**config.mk**
```make
export PLATFORM = sky130hd
export DESIGN_NAME = rm_ihpsg13_1p_256x48_bist_ctrl
export DESIGN_NICKNAME = d
export VERILOG_FILES = /design/src/rtl/rm_ihpsg13_1p_256x48_bist_ctrl.sv
export SDC_FILE = /design/constraint.sdc
export NUM_CORES = 1
export LEC_CHECK = 0
export ABC_AREA = 1
export ABC_CLOCK_PERIOD_IN_PS = 5400
export CAP_MARGIN = 15
export CORE_MARGIN = 2
export CORE_UTILIZATION = 43
export DETAILED_ROUTE_END_ITERATION = 8
export PLACE_DENSITY = 0.78
export SYNTH_ARGS = -nofsm -noshare
export SYNTH_HDL_FRONTEND = slang
export SYNTH_SLANG_ARGS = --single-unit
```
**constraint.sdc**
```tcl
create_clock -name A_CLK -period 5.4 [get_ports A_CLK]
set_clock_uncertainty 0.2 [all_clocks]
set_input_delay 0.81 -clock A_CLK [delete_from_list [all_inputs] [get_ports A_CLK]]
set_output_delay 0.81 -clock A_CLK [all_outputs]
set_load 0.02 [all_outputs]
```
**src/rtl/rm_ihpsg13_1p_256x48_bist_ctrl.sv**
```systemverilog
// March C- BIST controller for the 256x48 single-port SRAM BIST port.
// Drives one SRAM op per cycle and compares reads through a one-stage pipeline.
module rm_ihpsg13_1p_256x48_bist_ctrl #(
    parameter int P_DATA_WIDTH = 48,
    parameter int P_ADDR_WIDTH = 8
) (
    input  logic                    A_CLK,
    input  logic                    A_RST,
    input  logic                    A_START,
    output logic                    A_BUSY,
    output logic                    A_DONE,
    output logic                    A_FAIL,
    output logic [P_ADDR_WIDTH-1:0] A_FAIL_ADDR,
    output logic [2:0]              A_FAIL_ELEM,
    output logic [P_DATA_WIDTH-1:0] A_FAIL_BITS,
    output logic                    A_BIST_EN,
    output logic                    A_BIST_MEN,
    output logic                    A_BIST_WEN,
    output logic                    A_BIST_REN,
    output logic [P_ADDR_WIDTH-1:0] A_BIST_ADDR,
    output logic [P_DATA_WIDTH-1:0] A_BIST_DIN,
    output logic [P_DATA_WIDTH-1:0] A_BIST_BM,
    input  logic [P_DATA_WIDTH-1:0] A_DOUT
);

    typedef enum logic [1:0] {IDLE, RUN, FLUSH, DONE} state_t;

    localparam logic [P_ADDR_WIDTH-1:0] ADDR_ONE = 1;
    localparam logic [2:0]              LAST_ELEM = 3'd5;

    state_t                    state;
    logic [2:0]                elem;
    logic [P_ADDR_WIDTH-1:0]   addr;
    logic                      phase;

    logic                      cmp_valid;
    logic [P_DATA_WIDTH-1:0]   cmp_exp;
    logic [P_ADDR_WIDTH-1:0]   cmp_addr;
    logic [2:0]                cmp_elem;

    logic                      issue;
    logic                      last_op;
    logic [2:0]                nxt_elem;
    logic [P_ADDR_WIDTH-1:0]   nxt_addr;
    logic                      nxt_phase;
    logic [2:0]                op_elem;
    logic [P_ADDR_WIDTH-1:0]   op_addr;
    logic                      op_phase;
    logic                      op_read;
    logic                      op_ones;

    // E3/E4 walk the address space downwards, all others upwards.
    function automatic logic elem_down(input logic [2:0] e);
        return (e == 3'd3) || (e == 3'd4);
    endfunction

    function automatic logic elem_two_op(input logic [2:0] e);
        return (e >= 3'd1) && (e <= 3'd4);
    endfunction

    // Data background expected by the read of an element.
    function automatic logic elem_read_ones(input logic [2:0] e);
        return (e == 3'd2) || (e == 3'd4);
    endfunction

    // Data background written by an element.
    function automatic logic elem_write_ones(input logic [2:0] e);
        return (e == 3'd1) || (e == 3'd3);
    endfunction

    function automatic logic op_is_read(input logic [2:0] e, input logic p);
        return (e == LAST_ELEM) || (elem_two_op(e) && !p);
    endfunction

    // Successor of the op currently on the port.
    always_comb begin
        nxt_elem  = elem;
        nxt_addr  = addr;
        nxt_phase = 1'b0;
        last_op   = 1'b0;
        if (elem_two_op(elem) && !phase) begin
            nxt_phase = 1'b1;
        end else if (addr == (elem_down(elem) ? '0 : '1)) begin
            if (elem == LAST_ELEM) begin
                last_op = 1'b1;
            end else begin
                nxt_elem = elem + 3'd1;
                nxt_addr = elem_down(elem + 3'd1) ? '1 : '0;
            end
        end else begin
            nxt_addr = elem_down(elem) ? (addr - ADDR_ONE) : (addr + ADDR_ONE);
        end
    end

    // Op to be driven in the coming cycle: op 0 on an accepted start, else the successor.
    always_comb begin
        issue    = 1'b0;
        op_elem  = nxt_elem;
        op_addr  = nxt_addr;
        op_phase = nxt_phase;
        case (state)
            IDLE, DONE: begin
                if (A_START) begin
                    issue    = 1'b1;
                    op_elem  = '0;
                    op_addr  = '0;
                    op_phase = 1'b0;
                end
            end
            RUN:     issue = !last_op;
            default: issue = 1'b0;
        endcase
        op_read = op_is_read(op_elem, op_phase);
        op_ones = !op_read && elem_write_ones(op_elem);
    end

    always_ff @(posedge A_CLK) begin
        if (A_RST) begin
            state       <= IDLE;
            elem        <= '0;
            addr        <= '0;
            phase       <= 1'b0;
            cmp_valid   <= 1'b0;
            cmp_exp     <= '0;
            cmp_addr    <= '0;
            cmp_elem    <= '0;
            A_BUSY      <= 1'b0;
            A_DONE      <= 1'b0;
            A_FAIL      <= 1'b0;
            A_FAIL_ADDR <= '0;
            A_FAIL_ELEM <= '0;
            A_FAIL_BITS <= '0;
            A_BIST_EN   <= 1'b0;
            A_BIST_MEN  <= 1'b0;
            A_BIST_WEN  <= 1'b0;
            A_BIST_REN  <= 1'b0;
            A_BIST_ADDR <= '0;
            A_BIST_DIN  <= '0;
            A_BIST_BM   <= '0;
        end else begin
            // Read data for the op sampled at the previous edge is valid now.
            if (cmp_valid && (A_DOUT != cmp_exp) && !A_FAIL) begin
                A_FAIL      <= 1'b1;
                A_FAIL_ADDR <= cmp_addr;
                A_FAIL_ELEM <= cmp_elem;
                A_FAIL_BITS <= cmp_exp ^ A_DOUT;
            end
            cmp_valid <= (state == RUN) && A_BIST_REN;
            cmp_exp   <= {P_DATA_WIDTH{elem_read_ones(elem)}};
            cmp_addr  <= addr;
            cmp_elem  <= elem;

            case (state)
                IDLE, DONE: begin
                    if (A_START) begin
                        state       <= RUN;
                        A_BUSY      <= 1'b1;
                        A_DONE      <= 1'b0;
                        A_FAIL      <= 1'b0;
                        A_FAIL_ADDR <= '0;
                        A_FAIL_ELEM <= '0;
                        A_FAIL_BITS <= '0;
                    end
                end
                RUN: begin
                    if (last_op) begin
                        state <= FLUSH;
                    end
                end
                FLUSH: begin
                    state  <= DONE;
                    A_BUSY <= 1'b0;
                    A_DONE <= 1'b1;
                end
                default: state <= IDLE;
            endcase

            if (issue) begin
                elem        <= op_elem;
                addr        <= op_addr;
                phase       <= op_phase;
                A_BIST_EN   <= 1'b1;
                A_BIST_MEN  <= 1'b1;
                A_BIST_WEN  <= !op_read;
                A_BIST_REN  <= op_read;
                A_BIST_ADDR <= op_addr;
                A_BIST_DIN  <= {P_DATA_WIDTH{op_ones}};
                A_BIST_BM   <= '1;
            end else begin
                A_BIST_EN   <= 1'b0;
                A_BIST_MEN  <= 1'b0;
                A_BIST_WEN  <= 1'b0;
                A_BIST_REN  <= 1'b0;
                A_BIST_ADDR <= '0;
                A_BIST_DIN  <= '0;
                A_BIST_BM   <= '0;
            end
        end
    end

endmodule

```
==> results.toml <==
[worst_setup_path]
crit_path_start = "cmp_exp[0]$_SDFF_PP0_"
worst-r2r-setup-slack_ns = 1.74
cp_max_fo = 74
critPathLaunchType = "register"
critPathMaxStageDelay_ns = 0.92
critPathArrivalTime_ns = 3.71
regToRegStartpoint = "cmp_exp[0]$_SDFF_PP0_"
path_cells = "buf_4, xnor2_1, nand2_1, nor3_1, nand2_1, nor2_1, nand3_1, nand3_4, buf_4, nand2_1, nand2_1, nor2_1"
cp_data_required_time_ns = 5.44
worst_setup_path_end_kind = "register"
cpMaxStageDelayCell = "dfxtp_2"
cp_common_cell = "nand2_1"
rr_worst_depth = 12
crit_type = "register to register"
r2r-end = "A_FAIL_BITS[19]$_SDFF_PP0_"

[detailed_routing]
viasPerCell = 4.288
wire_per_inst_um = 11.93
dr.pass1.iters = 4
via_count = 5038
initialDrtViolationCount = 405
ant_nets = 0
wl_um = 14020
drc = 0

[final_layout]
n_antenna_cell = 0
fin_util_pct = 58.63
syn2layout_area_growth_pct = 32.24
seqCellArea_um2 = 2023
fillers = 1223
multi_input_area_um2 = 2500
drive_above_1_share_pct = 3.003
layout.nets = 1059

[sta]
drv_slew = 0
finalSetupTns_ns = 0
rsz0062_at_grt = "false"
timing.final.hold_violations = 0
finalCriticalPeriod_ns = 3.662
final.period_utilization_pct = 67.81
max_freq_ghz = 0.2731
tightest_slew_ns = 0.8990
setup_viol = 0
slew_headroom_pct = 40.06

[power_and_ir_drop]
finalPower_uw = 3347
irDropWorstVdd_mv = 0.2211
switching_share_pct = 42.90
p_per_area_nw_per_um2 = 429.4
power_switching_uw = 1436
internal_power_uw = 1911
p_leak_uw = 0.003750
clockPowerShare_pct = 18.7
pwr-share-seq_pct = 27.6
pwr-share-comb_pct = 53.7

[die]
ioPinCount = 221
core_area_um2 = 13300
start_util_pct = 44.33
die_width_um = 121.1
fp.dieH_um = 121.1
dieArea_um2 = 14660
num_rows = 42

[min_path]
hp-start = "A_BIST_REN$_SDFF_PP0_"
whs_endpoint = "cmp_valid$_SDFF_PP0_"
hold_path_class = "register to register"
hold_depth = 2

[synth]
synth_edf_count = 0
syn_nets = 947
ys_seq_area_share_pct = 34.30
yosys.area_share.simple_pct = 27.93
synth_compound_area_share_pct = 3.184
synth.avg_cell_area_um2 = 6.683
synthXorXnorAreaFrac_pct = 7.854
synth_top_area_share_pct = 34.30
synth_async_sr_flop_share_pct = 0
yosys_warnings = 0
syn_inst = 882
yosysMostFrequentCell = "nand2_1"
synth_seq_cells = 101
ys.flop_type = "dfxtp_1"
ys_top_cells_by_count = "nand2_1 (211), nor2_1 (170), inv_1 (131)"
synth_area_um2 = 5894
yosysTopAreaCell = "dfxtp_1"
synth_mux_area_share_pct = 0
synthTopCellsByArea = "dfxtp_1 (34%), nand2_1 (13%), buf_4 (12%)"
yosysUniqueCellTypes = 23
synth_fa_ha_area_share_pct = 3.099
synth_top_family_by_area = "simple AND/OR/NAND/NOR gates"

[clock_network]
cts_hold_buf = 0
clock_latency_ns = 0.35
cts-root-buf = "clkbuf_16"
cts_tree = "yes"
cts_buffers = 9
cts_htree_levels = 3
path_clk_slew_ns = 0.07
cts_buffer_depth = 2
cts_sinks = 101
cts_setup_buffers = 0
postCtsResizedCells = 0

[global_route]
antenna_found_initial = 0
grt_overflow = 0
grtUsageMet3_pct = 3.853
grt_pass1_vias = 4371
use_met2_pct = 29.85
grt_pass1_wl_um = 21500
grt_max_degree = 75
grtUsageTotal_pct = 18.33
met1_usage_pct = 24.28
busiest_layer = "met2"

[status]
status = "finished clean"

[placement]
gp_congestion = 0.9051
dp.final_hpwl_um = 10160
portBuffers = 220

[job]
maxCapViolations = 0
logic make-up (layout without fill, tap and decap cells):
family,after synthesis,count (layout)
AO/OA/AOI/OAI,37,37
buffers and inverters,257,374
adder cells (fa/ha/maj),14,14
AND/OR/NAND/NOR,421,421
flip-flops,101,101
XOR/XNOR,52,52
placed cells by master (no fill, tap or decap), drive strengths merged:
cell,count
nor2,170
or2,2
inv,133
xnor2,30
xor2,22
nand2,211
nand3,25
o21a,1
dfxtp,101
clkbuf,11
nand4,3
o21ai,22
clkinvlp,1
clkdlybuf4s50,220
buf,7
nor3,10
clkinv,2
a21oi,14
ha,13
fa,1
flip-flops by register name, summed over array words and instances (netlist names), 2 cells and up:
register,flops
A_BIST_ADDR,8
A_FAIL_ADDR,8
A_FAIL_ELEM,3
elem,3
A_FAIL_BITS,48
addr,8
cmp_addr,8
state,2
cmp_elem,3
worst max path at each step:
| stage | to | cells after the start |
|---|---|---|
| floorplan | elem[1]$_SDFFE_PP0P_ | 18 |
| global placement | A_FAIL_BITS[20]$_SDFF_PP0_ | 12 |
| detailed placement | A_FAIL_BITS[19]$_SDFF_PP0_ | 12 |
| CTS | A_FAIL_BITS[19]$_SDFF_PP0_ | 12 |
| global route | A_FAIL_ADDR[1]$_SDFF_PP0_ | 12 |
| finish | A_FAIL_BITS[19]$_SDFF_PP0_ | 12 |
worst max-delay path: cells and delay by family (launching register included):
kind / cells / cell delay, ns
AND/OR/NAND/NOR: 9 / 1.38
flip-flops: 1 / 0.92
buffers and inverters: 2 / 0.83
XOR/XNOR: 1 / 0.19
routing by layer:
metal	up-vias	wire length [um]
li1	2722	-
met4	0	122
met3	6	904
met5	-	0
met2	138	6460
met1	2172	6534
metrics by stage:
stage / hold WS, ns / instances / area, um^2 / worst slack (ns)
floorplan: 0.2288 / 882 / 5894 / 2.415
global placement: 0.2353 / 1158 / 7482 / 1.768
detailed placement: 0.2353 / 1158 / 7482 / 1.742
CTS: 0.2513 / 1174 / 7767 / 1.725
global route: 0.2701 / 1175 / 7795 / 1.407
finish: 0.2482 / 1175 / 7795 / 1.738
power groups by stage:
stage	clock, uW	combinational, uW	sequential [uW]
floorplan	0	1370	964
global placement	0	1770	947
detailed placement	0	1780	948
CTS	644	1790	931
global route	678	1960	940
finish	626	1800	925
cell type report:
| type | count | share of cell area, % |
|---|---|---|
| clock buffers | 11 | 3.114 |
| clock inverters | 5 | 0.5457 |
| inverters | 131 | 6.308 |
| multi-input cells | 524 | 32.07 |
| flip-flops and latches | 101 | 25.96 |
| well taps | 176 | 2.825 |
| repair buffers | 227 | 29.18 |
No activity file was read; power rests on OpenSTA's default activity.
